**config.mk**
```make
export PLATFORM = sky130hd
export DESIGN_NAME = col_pwm_driver_flat
export DESIGN_NICKNAME = d
export VERILOG_FILES = /design/src/rtl/col_pwm_driver_pkg.sv /design/src/rtl/col_pwm_driver_if.sv /design/src/rtl/col_pwm_driver_duty_regfile.sv /design/src/rtl/col_pwm_driver.sv /design/src/flat_wrapper.sv
export SDC_FILE = /design/constraint.sdc
export NUM_CORES = 1
export LEC_CHECK = 0
export CORE_MARGIN = 8
export CORE_UTILIZATION = 41
export DETAILED_ROUTE_END_ITERATION = 16
export PLACE_DENSITY_LB_ADDON = 0.15
export SLEW_MARGIN = 20
export SYNTH_ARGS = -nofsm -noshare
export SYNTH_HDL_FRONTEND = slang
export SYNTH_HIERARCHICAL = 1
export SYNTH_SLANG_ARGS = --single-unit
```
**constraint.sdc**
```tcl
create_clock -name clk_i -period 1.9 [get_ports clk_i]
set_input_delay 0.38 -clock clk_i [delete_from_list [all_inputs] [get_ports clk_i]]
set_output_delay 0.38 -clock clk_i [all_outputs]
set_load 0.1 [all_outputs]
```
**src/rtl/col_pwm_driver_pkg.sv**
```systemverilog
// rtl/col_pwm_driver_pkg.sv - shared state encoding and default geometry for the column PWM driver
package col_pwm_driver_pkg;

    localparam int NCOL_DEF         = 8;
    localparam int DUTY_WIDTH_DEF   = 8;
    localparam int BLANK_CYCLES_DEF = 4;

    typedef enum logic [1:0] {
        ST_IDLE  = 2'd0,
        ST_BLANK = 2'd1,
        ST_ON    = 2'd2
    } state_e;

endpackage

```
**src/rtl/col_pwm_driver_if.sv**
```systemverilog
// rtl/col_pwm_driver_if.sv - column advance, duty write and column drive signals
interface col_pwm_driver_if
    import col_pwm_driver_pkg::*;
#(
    parameter int NCOL       = NCOL_DEF,
    parameter int DUTY_WIDTH = DUTY_WIDTH_DEF
);
    localparam int COL_W = $clog2(NCOL);

    logic                  ce;
    logic [COL_W-1:0]      col;
    logic                  we;
    logic [COL_W-1:0]      waddr;
    logic [DUTY_WIDTH-1:0] wdata;
    logic [NCOL-1:0]       col_out;
    logic                  busy;
    logic                  ceo;

    modport master (
        output ce, col, we, waddr, wdata,
        input  col_out, busy, ceo
    );

    modport slave (
        input  ce, col, we, waddr, wdata,
        output col_out, busy, ceo
    );

endinterface

```
**src/rtl/col_pwm_driver_duty_regfile.sv**
```systemverilog
// rtl/col_pwm_driver_duty_regfile.sv - per-column duty registers, one sync write and one comb read port
module duty_regfile #(
    parameter int NCOL       = 8,
    parameter int DUTY_WIDTH = 8,
    localparam int AW        = $clog2(NCOL)
) (
    input  logic                  clk_i,
    input  logic                  rst_i,
    input  logic                  we_i,
    input  logic [AW-1:0]         waddr_i,
    input  logic [DUTY_WIDTH-1:0] wdata_i,
    input  logic [AW-1:0]         raddr_i,
    output logic [DUTY_WIDTH-1:0] rdata_o
);

    logic [DUTY_WIDTH-1:0] mem_q [NCOL];

    // Address decode by comparison so out-of-range addresses hit nothing.
    always_ff @(posedge clk_i or posedge rst_i) begin
        if (rst_i) begin
            for (int i = 0; i < NCOL; i++) mem_q[i] <= '0;
        end else begin
            for (int i = 0; i < NCOL; i++) begin
                if (we_i && (waddr_i == AW'(i))) mem_q[i] <= wdata_i;
            end
        end
    end

    always_comb begin
        rdata_o = '0;
        for (int i = 0; i < NCOL; i++) begin
            if (raddr_i == AW'(i)) rdata_o = mem_q[i];
        end
    end

endmodule

```
**src/rtl/col_pwm_driver.sv**
```systemverilog
// rtl/col_pwm_driver.sv - blank/ON sequencer driving one PWM-modulated one-hot column per period
module col_pwm_driver
    import col_pwm_driver_pkg::*;
#(
    parameter int NCOL         = NCOL_DEF,
    parameter int DUTY_WIDTH   = DUTY_WIDTH_DEF,
    parameter int BLANK_CYCLES = BLANK_CYCLES_DEF
) (
    input  logic                   clk_i,
    input  logic                   rst_i,
    col_pwm_driver_if.slave        bus
);

    localparam int COL_W   = $clog2(NCOL);
    localparam int BLANK_W = $clog2(BLANK_CYCLES + 1);

    state_e                state_q, state_d;
    logic [BLANK_W-1:0]    blank_cnt_q, blank_cnt_d;
    logic [DUTY_WIDTH-1:0] pwm_cnt_q, pwm_cnt_d;
    logic [COL_W-1:0]      col_r_q, col_r_d;
    logic [DUTY_WIDTH-1:0] duty_r_q, duty_r_d;
    logic                  ceo_q, ceo_d;
    logic [DUTY_WIDTH-1:0] duty_rd;

    duty_regfile #(
        .NCOL       (NCOL),
        .DUTY_WIDTH (DUTY_WIDTH)
    ) u_duty (
        .clk_i   (clk_i),
        .rst_i   (rst_i),
        .we_i    (bus.we),
        .waddr_i (bus.waddr),
        .wdata_i (bus.wdata),
        .raddr_i (bus.col),
        .rdata_o (duty_rd)
    );

    always_ff @(posedge clk_i or posedge rst_i) begin
        if (rst_i) begin
            state_q     <= ST_IDLE;
            blank_cnt_q <= '0;
            pwm_cnt_q   <= '0;
            col_r_q     <= '0;
            duty_r_q    <= '0;
            ceo_q       <= 1'b0;
        end else begin
            state_q     <= state_d;
            blank_cnt_q <= blank_cnt_d;
            pwm_cnt_q   <= pwm_cnt_d;
            col_r_q     <= col_r_d;
            duty_r_q    <= duty_r_d;
            ceo_q       <= ceo_d;
        end
    end

    always_comb begin
        state_d     = state_q;
        blank_cnt_d = blank_cnt_q;
        pwm_cnt_d   = pwm_cnt_q;
        col_r_d     = col_r_q;
        duty_r_d    = duty_r_q;
        ceo_d       = 1'b0;
        unique case (state_q)
            ST_IDLE: begin
                // Regfile read is pre-edge, so a same-edge write to this column is not seen.
                if (bus.ce) begin
                    col_r_d     = bus.col;
                    duty_r_d    = duty_rd;
                    blank_cnt_d = '0;
                    state_d     = ST_BLANK;
                end
            end
            ST_BLANK: begin
                if (blank_cnt_q == BLANK_W'(BLANK_CYCLES - 1)) begin
                    pwm_cnt_d = '0;
                    state_d   = ST_ON;
                end else begin
                    blank_cnt_d = blank_cnt_q + 1'b1;
                end
            end
            ST_ON: begin
                pwm_cnt_d = pwm_cnt_q + 1'b1;
                if (pwm_cnt_q == '1) begin
                    state_d = ST_IDLE;
                    ceo_d   = 1'b1;
                end
            end
            default: state_d = ST_IDLE;
        endcase
    end

    // Decoded purely from registers so the BLANK->ON transition cannot glitch.
    always_comb begin
        bus.col_out = '0;
        for (int i = 0; i < NCOL; i++) begin
            bus.col_out[i] = (state_q == ST_ON) && (col_r_q == COL_W'(i)) &&
                             (pwm_cnt_q < duty_r_q);
        end
    end

    assign bus.busy = (state_q != ST_IDLE);
    assign bus.ceo  = ceo_q;

endmodule

```
**src/flat_wrapper.sv**
```systemverilog
// flat-port wrapper written by rule: the top's interface ports become plain ports
module col_pwm_driver_flat import col_pwm_driver_pkg::*;
#(
    parameter int NCOL         = NCOL_DEF,
    parameter int DUTY_WIDTH   = DUTY_WIDTH_DEF,
    parameter int BLANK_CYCLES = BLANK_CYCLES_DEF
)
  (clk_i, rst_i, bus_ce, bus_col, bus_we, bus_waddr, bus_wdata, bus_col_out, bus_busy, bus_ceo);
  col_pwm_driver_if #(.NCOL(NCOL), .DUTY_WIDTH(DUTY_WIDTH)) bus_i ();
  input  logic clk_i;
  input  logic rst_i;
  input wire logic [$bits(bus_i.ce)-1:0] bus_ce;
  input wire logic [$bits(bus_i.col)-1:0] bus_col;
  input wire logic [$bits(bus_i.we)-1:0] bus_we;
  input wire logic [$bits(bus_i.waddr)-1:0] bus_waddr;
  input wire logic [$bits(bus_i.wdata)-1:0] bus_wdata;
  output wire logic [$bits(bus_i.col_out)-1:0] bus_col_out;
  output wire logic [$bits(bus_i.busy)-1:0] bus_busy;
  output wire logic [$bits(bus_i.ceo)-1:0] bus_ceo;
  assign bus_i.ce = bus_ce;
  assign bus_i.col = bus_col;
  assign bus_i.we = bus_we;
  assign bus_i.waddr = bus_waddr;
  assign bus_i.wdata = bus_wdata;
  assign bus_col_out = bus_i.col_out;
  assign bus_busy = bus_i.busy;
  assign bus_ceo = bus_i.ceo;
  col_pwm_driver #(.NCOL(NCOL), .DUTY_WIDTH(DUTY_WIDTH), .BLANK_CYCLES(BLANK_CYCLES)) u_core (.clk_i(clk_i), .rst_i(rst_i), .bus(bus_i));
endmodule
```
==> out/results.txt, run 1 <==
The run finished, with violations left. The final reports fail on negative setup slack. The share of the cycle needed by the critical path after routing was 1.46.

The tools report the maximum clock skew at final layout as 0.0193 ns. Input and output buffers added on the ports amount to 27. The die height is 122 um, and the total length of routed wires is 10,800 um. The number of global-route vias before repair was 3,384; the core occupancy in the finished layout was 0.551.

The logs give 6 for the total number of yosys warnings and 8 for the final setup violation count. The share of cells above drive strength 1 works out to 0.413. After detailed placement, the design holds a cell count of 592. Entering global routing, the biggest net connects 65 pins. The clock insertion delay at the later pin of the skew report was 0.38 ns; the worst voltage drop across the vdd grid was 480 uV. The total negative slack for setup checks is -6.82 ns, and the placed instance area is 5700 um^2. Detailed placement finished with a half-perimeter wire length of 7470 um. TritonCTS built the clock tree. For the worst slack at placement, the log shows -0.513 ns. The tools report the die outline area as 14,900 um^2. In this run the horizontal extent of the chip is 122 um. Leaving out filler cells and counting taps, the final layout contains 612. Final-report hold violation count: 0. Traced cell by cell, the critical path runs through inv_2, ha_4, a21o_1, a2111o_2, buf_4, a2111oi_4, buf_12. Pin placement for this block handled 28 I/O pins. At the worst endpoint, the required time is 1.52 ns. The first detailed-routing pass took 4 iterations.

Setup repair after global routing could not meet its margin everywhere. In this design, the stage delay of the slowest critical-path cell is 0.54 ns. The sequential cell area fraction in the yosys report was 0.484; the number of clock buffers inserted by TritonCTS was 9.

The net count of the finished layout was 495; the final count of pins violating max slew was 0. Starting density of the core: 0.423. The number of synthesized flops with an enable pin works out to 0. Slowest stage cell on the critical path: sky130_fd_sc_hd__a2111o_2.

Of all nets on the critical path, the largest fanout is 7. Across the run, the number of max-cap violations was 0. The tools report the CTS root buffer as sky130_fd_sc_hd__clkbuf_8.

STA classifies the critical path startpoint as a flop. Counting along the longest clock path gives a buffer depth of 2. The count of hold buffers inserted by post-cts repair was 0. For this design the ratio of total power to cell area is 762 nW/um^2. The logs give 0 for the initial antenna violation count and 360 MHz for the top achievable clock speed. The logs give 0 for the count of antenna-violating nets left after detailed routing and 4600 um^2 for the cell area after technology mapping. The first global-routing pass estimated 17,500 um of wire. The relative max-transition margin was 0.605; the count of filler cells inserted in the layout was 958. In this run, synthesis produced a sequential element count of 89. The worst endpoint data arrival time is 2.40 ns, and the clock-pin transition on the worst setup and hold timing paths is 0.10 ns.

Detailed routing inserted a total of 3,247 vias. Fraction of synthesis flops using an asynchronous set or reset pin: 1.00. For the pin with the worst max-slew slack, the measured transition is 0.591 ns.

With fillers left out, the area of the finished cells amounts to 6000 um^2. The total overflow left after global routing is 0. The global routing usage summed across all routing layers was 0.151; the number of standard cells after synthesis was 383. The congestion estimate from routability-driven global placement came to 0.778.

The kind of end point of the critical path is an output pin. Counting every net in the synthesized netlist gives 411. The average wire per standard cell is 17.6 um.

For this run, the leading register cell type out of synthesis is sky130_fd_sc_hd__dfrtp_1. The detail-routed via count per cell is 5.31, and the final critical-path setup slack is -0.879 ns. A synthesized cell averages 12.0 um^2.

The tree built by TritonCTS fans out to 89 sinks. In this run, the number of DRC markers left after iteration 0 of detailed routing was 219. 0 antenna diodes ended up in the layout. The netlist uses 44 different library cells. The post-detailed-route DRC marker count was 0; the total leakage power was 2.51 nW. The floorplan step defined a core boundary enclosing 10,900 um^2. The area growth from synthesis to layout is 30.5%.

The number of cell rows is 38. The setup path with the least slack is of type flop to output pin. The class of the worst hold path is primary input to async pin. The run gives 3 as the H-tree depth.

The worst path in the final design needs a cycle of 2.78 ns, including I/O delays and setup.
kinds of logic after synthesis:
family                     share of synthesized area
muxes                                          0.241
DFF                                            0.484
and+or+nand+nor                                0.111
AOI/OAI and AO/OA                             0.0982
buffers and inverters                         0.0383
adders and majority gates                     0.0272
report_power, final:
group	switching [W]	internal, W	total (W)
Sequential	0.000175	0.00220	0.00238
Combinational	0.000378	0.000516	0.000893
Clock	0.000703	0.000605	0.00131
worst max-delay path, delay by kind of cell, from the launching register on:
family	cells	cell delay, ns
flip-flops	1	0.40
adder cells (fa/ha/maj)	1	0.20
buffers and inverters	3	0.48
AO/OA/AOI/OAI	3	0.93
metal layers:
| layer | vias up | share of wire | global-route usage |
|---|---|---|---|
| li1 | 1580 | - | - |
| met1 | 1608 | 0.46 | 0.198 |
| met2 | 48 | 0.49 | 0.245 |
| met3 | 11 | 0.036 | 0.0366 |
| met4 | 0 | 0.012 | 0.0439 |
| met5 | - | 0 | 0 |
synthesized netlist by cell type, types with 4 or more instances:
cell / count / area (um^2)
sky130_fd_sc_hd__a2111oi_1: 6 / 60.1
sky130_fd_sc_hd__a2111oi_0: 5 / 43.8
sky130_fd_sc_hd__mux2_2: 72 / 811
sky130_fd_sc_hd__buf_2: 9 / 45.0
sky130_fd_sc_hd__nand3_1: 11 / 55.1
sky130_fd_sc_hd__nand2_1: 15 / 56.3
sky130_fd_sc_hd__nor3_1: 5 / 25.0
sky130_fd_sc_hd__mux4_2: 7 / 158
sky130_fd_sc_hd__mux2i_1: 12 / 120
sky130_fd_sc_hd__ha_1: 10 / 125
sky130_fd_sc_hd__inv_1: 19 / 71.3
sky130_fd_sc_hd__dfrtp_1: 89 / 2230
sky130_fd_sc_hd__nor2_1: 13 / 48.8
sky130_fd_sc_hd__o21ai_0: 23 / 115
sky130_fd_sc_hd__buf_4: 4 / 30.0
sky130_fd_sc_hd__nand4b_1: 4 / 35.0
sky130_fd_sc_hd__nand2b_1: 11 / 68.8
sky130_fd_sc_hd__a21oi_1: 26 / 130
sky130_fd_sc_hd__or3_1: 5 / 31.3
per-stage QoR:
stage,hold WS [ns],power (W)
after CTS,0.444,0.00459
after detailed placement,0.490,0.00328
after global routing,0.475,0.00481
after global placement,0.478,0.00324
after floorplan,0.407,0.00297
final,0.432,0.00458
cell type report:
class                      count  area, um^2  area share
multi-input combinational    258        2360       0.394
sequential                    89        2230       0.371
timing repair buffer          90         970       0.162
tap                          140         175      0.0292
clock buffer                   9         124      0.0206
inverter                      19        75.1      0.0125
clock inverter                 7        68.8      0.0115
what timing repair did:
| item | in CTS | in global routing |
|---|---|---|
| pin swaps | 1 | 1 |
| buffers inserted | 2 | 1 |
| cloned | 0 | 1 |
| setup endpoints to repair | 12 | 16 |
| gates resized for setup | 4 | 11 |
registers in the layout (all words and copies together) (netlist names):
register	cells
u_core/duty_r_q	8
u_core/bus.ceo	1
u_core/state_q	2
u_core/u_duty/mem_q	64
u_core/pwm_cnt_q	8
u_core/blank_cnt_q	3
u_core/col_r_q	3
path summary, 6_finish.rpt:
kind,from,endpoint,slack [ns],cells past startpoint
max,u_core/duty_r_q[6],bus_col_out[4],-0.88,7
min reg2reg,u_core/u_duty/mem_q[13],u_core/u_duty/mem_q[13],0.51,1
min in group clk_i,u_core/u_duty/mem_q[13],u_core/u_duty/mem_q[13],0.51,1
max in group asynchronous,rst_i,u_core/u_duty/mem_q[56],1.15,3
max reg2reg,u_core/state_q[1],u_core/duty_r_q[3],0.22,5
min,rst_i,u_core/pwm_cnt_q[4],0.43,3
placed cells by master, fill, tap and decap left out, types with 2 or more instances in the layout:
cell,instances
sky130_fd_sc_hd__mux2i_1,11
sky130_fd_sc_hd__clkinvlp_4,3
sky130_fd_sc_hd__ha_1,8
sky130_fd_sc_hd__a2111o_2,2
sky130_fd_sc_hd__o22ai_1,2
sky130_fd_sc_hd__nand2b_1,10
sky130_fd_sc_hd__ha_4,2
sky130_fd_sc_hd__o21ai_0,23
sky130_fd_sc_hd__a2111oi_0,3
sky130_fd_sc_hd__a2111oi_4,4
sky130_fd_sc_hd__clkdlybuf4s50_1,15
sky130_fd_sc_hd__buf_12,18
sky130_fd_sc_hd__a211oi_4,2
sky130_fd_sc_hd__nand4_1,2
sky130_fd_sc_hd__inv_1,17
sky130_fd_sc_hd__mux2_2,72
sky130_fd_sc_hd__nand3b_1,2
sky130_fd_sc_hd__a21oi_1,26
sky130_fd_sc_hd__nor3_1,4
sky130_fd_sc_hd__nand4b_1,4
sky130_fd_sc_hd__mux2_1,2
sky130_fd_sc_hd__buf_6,2
sky130_fd_sc_hd__clkinv_2,3
sky130_fd_sc_hd__or4_1,2
sky130_fd_sc_hd__nor3_4,2
sky130_fd_sc_hd__dfrtp_1,89
sky130_fd_sc_hd__nand3_1,11
sky130_fd_sc_hd__mux4_2,7
sky130_fd_sc_hd__or3_1,5
sky130_fd_sc_hd__nor3b_4,2
sky130_fd_sc_hd__nand2b_4,2
sky130_fd_sc_hd__nand2_1,15
sky130_fd_sc_hd__clkbuf_8,9
sky130_fd_sc_hd__a2111oi_2,4
sky130_fd_sc_hd__buf_4,52
sky130_fd_sc_hd__o32a_1,2
sky130_fd_sc_hd__nor2_1,13
Note: power is estimated with default switching activity, not from simulation.
==> run 2, diff against run 1 <==
SLEW_MARGIN = 5   (was 20)
==> results of run 2 <==
Final layout, timing and power as in run 1 (identical DEF).
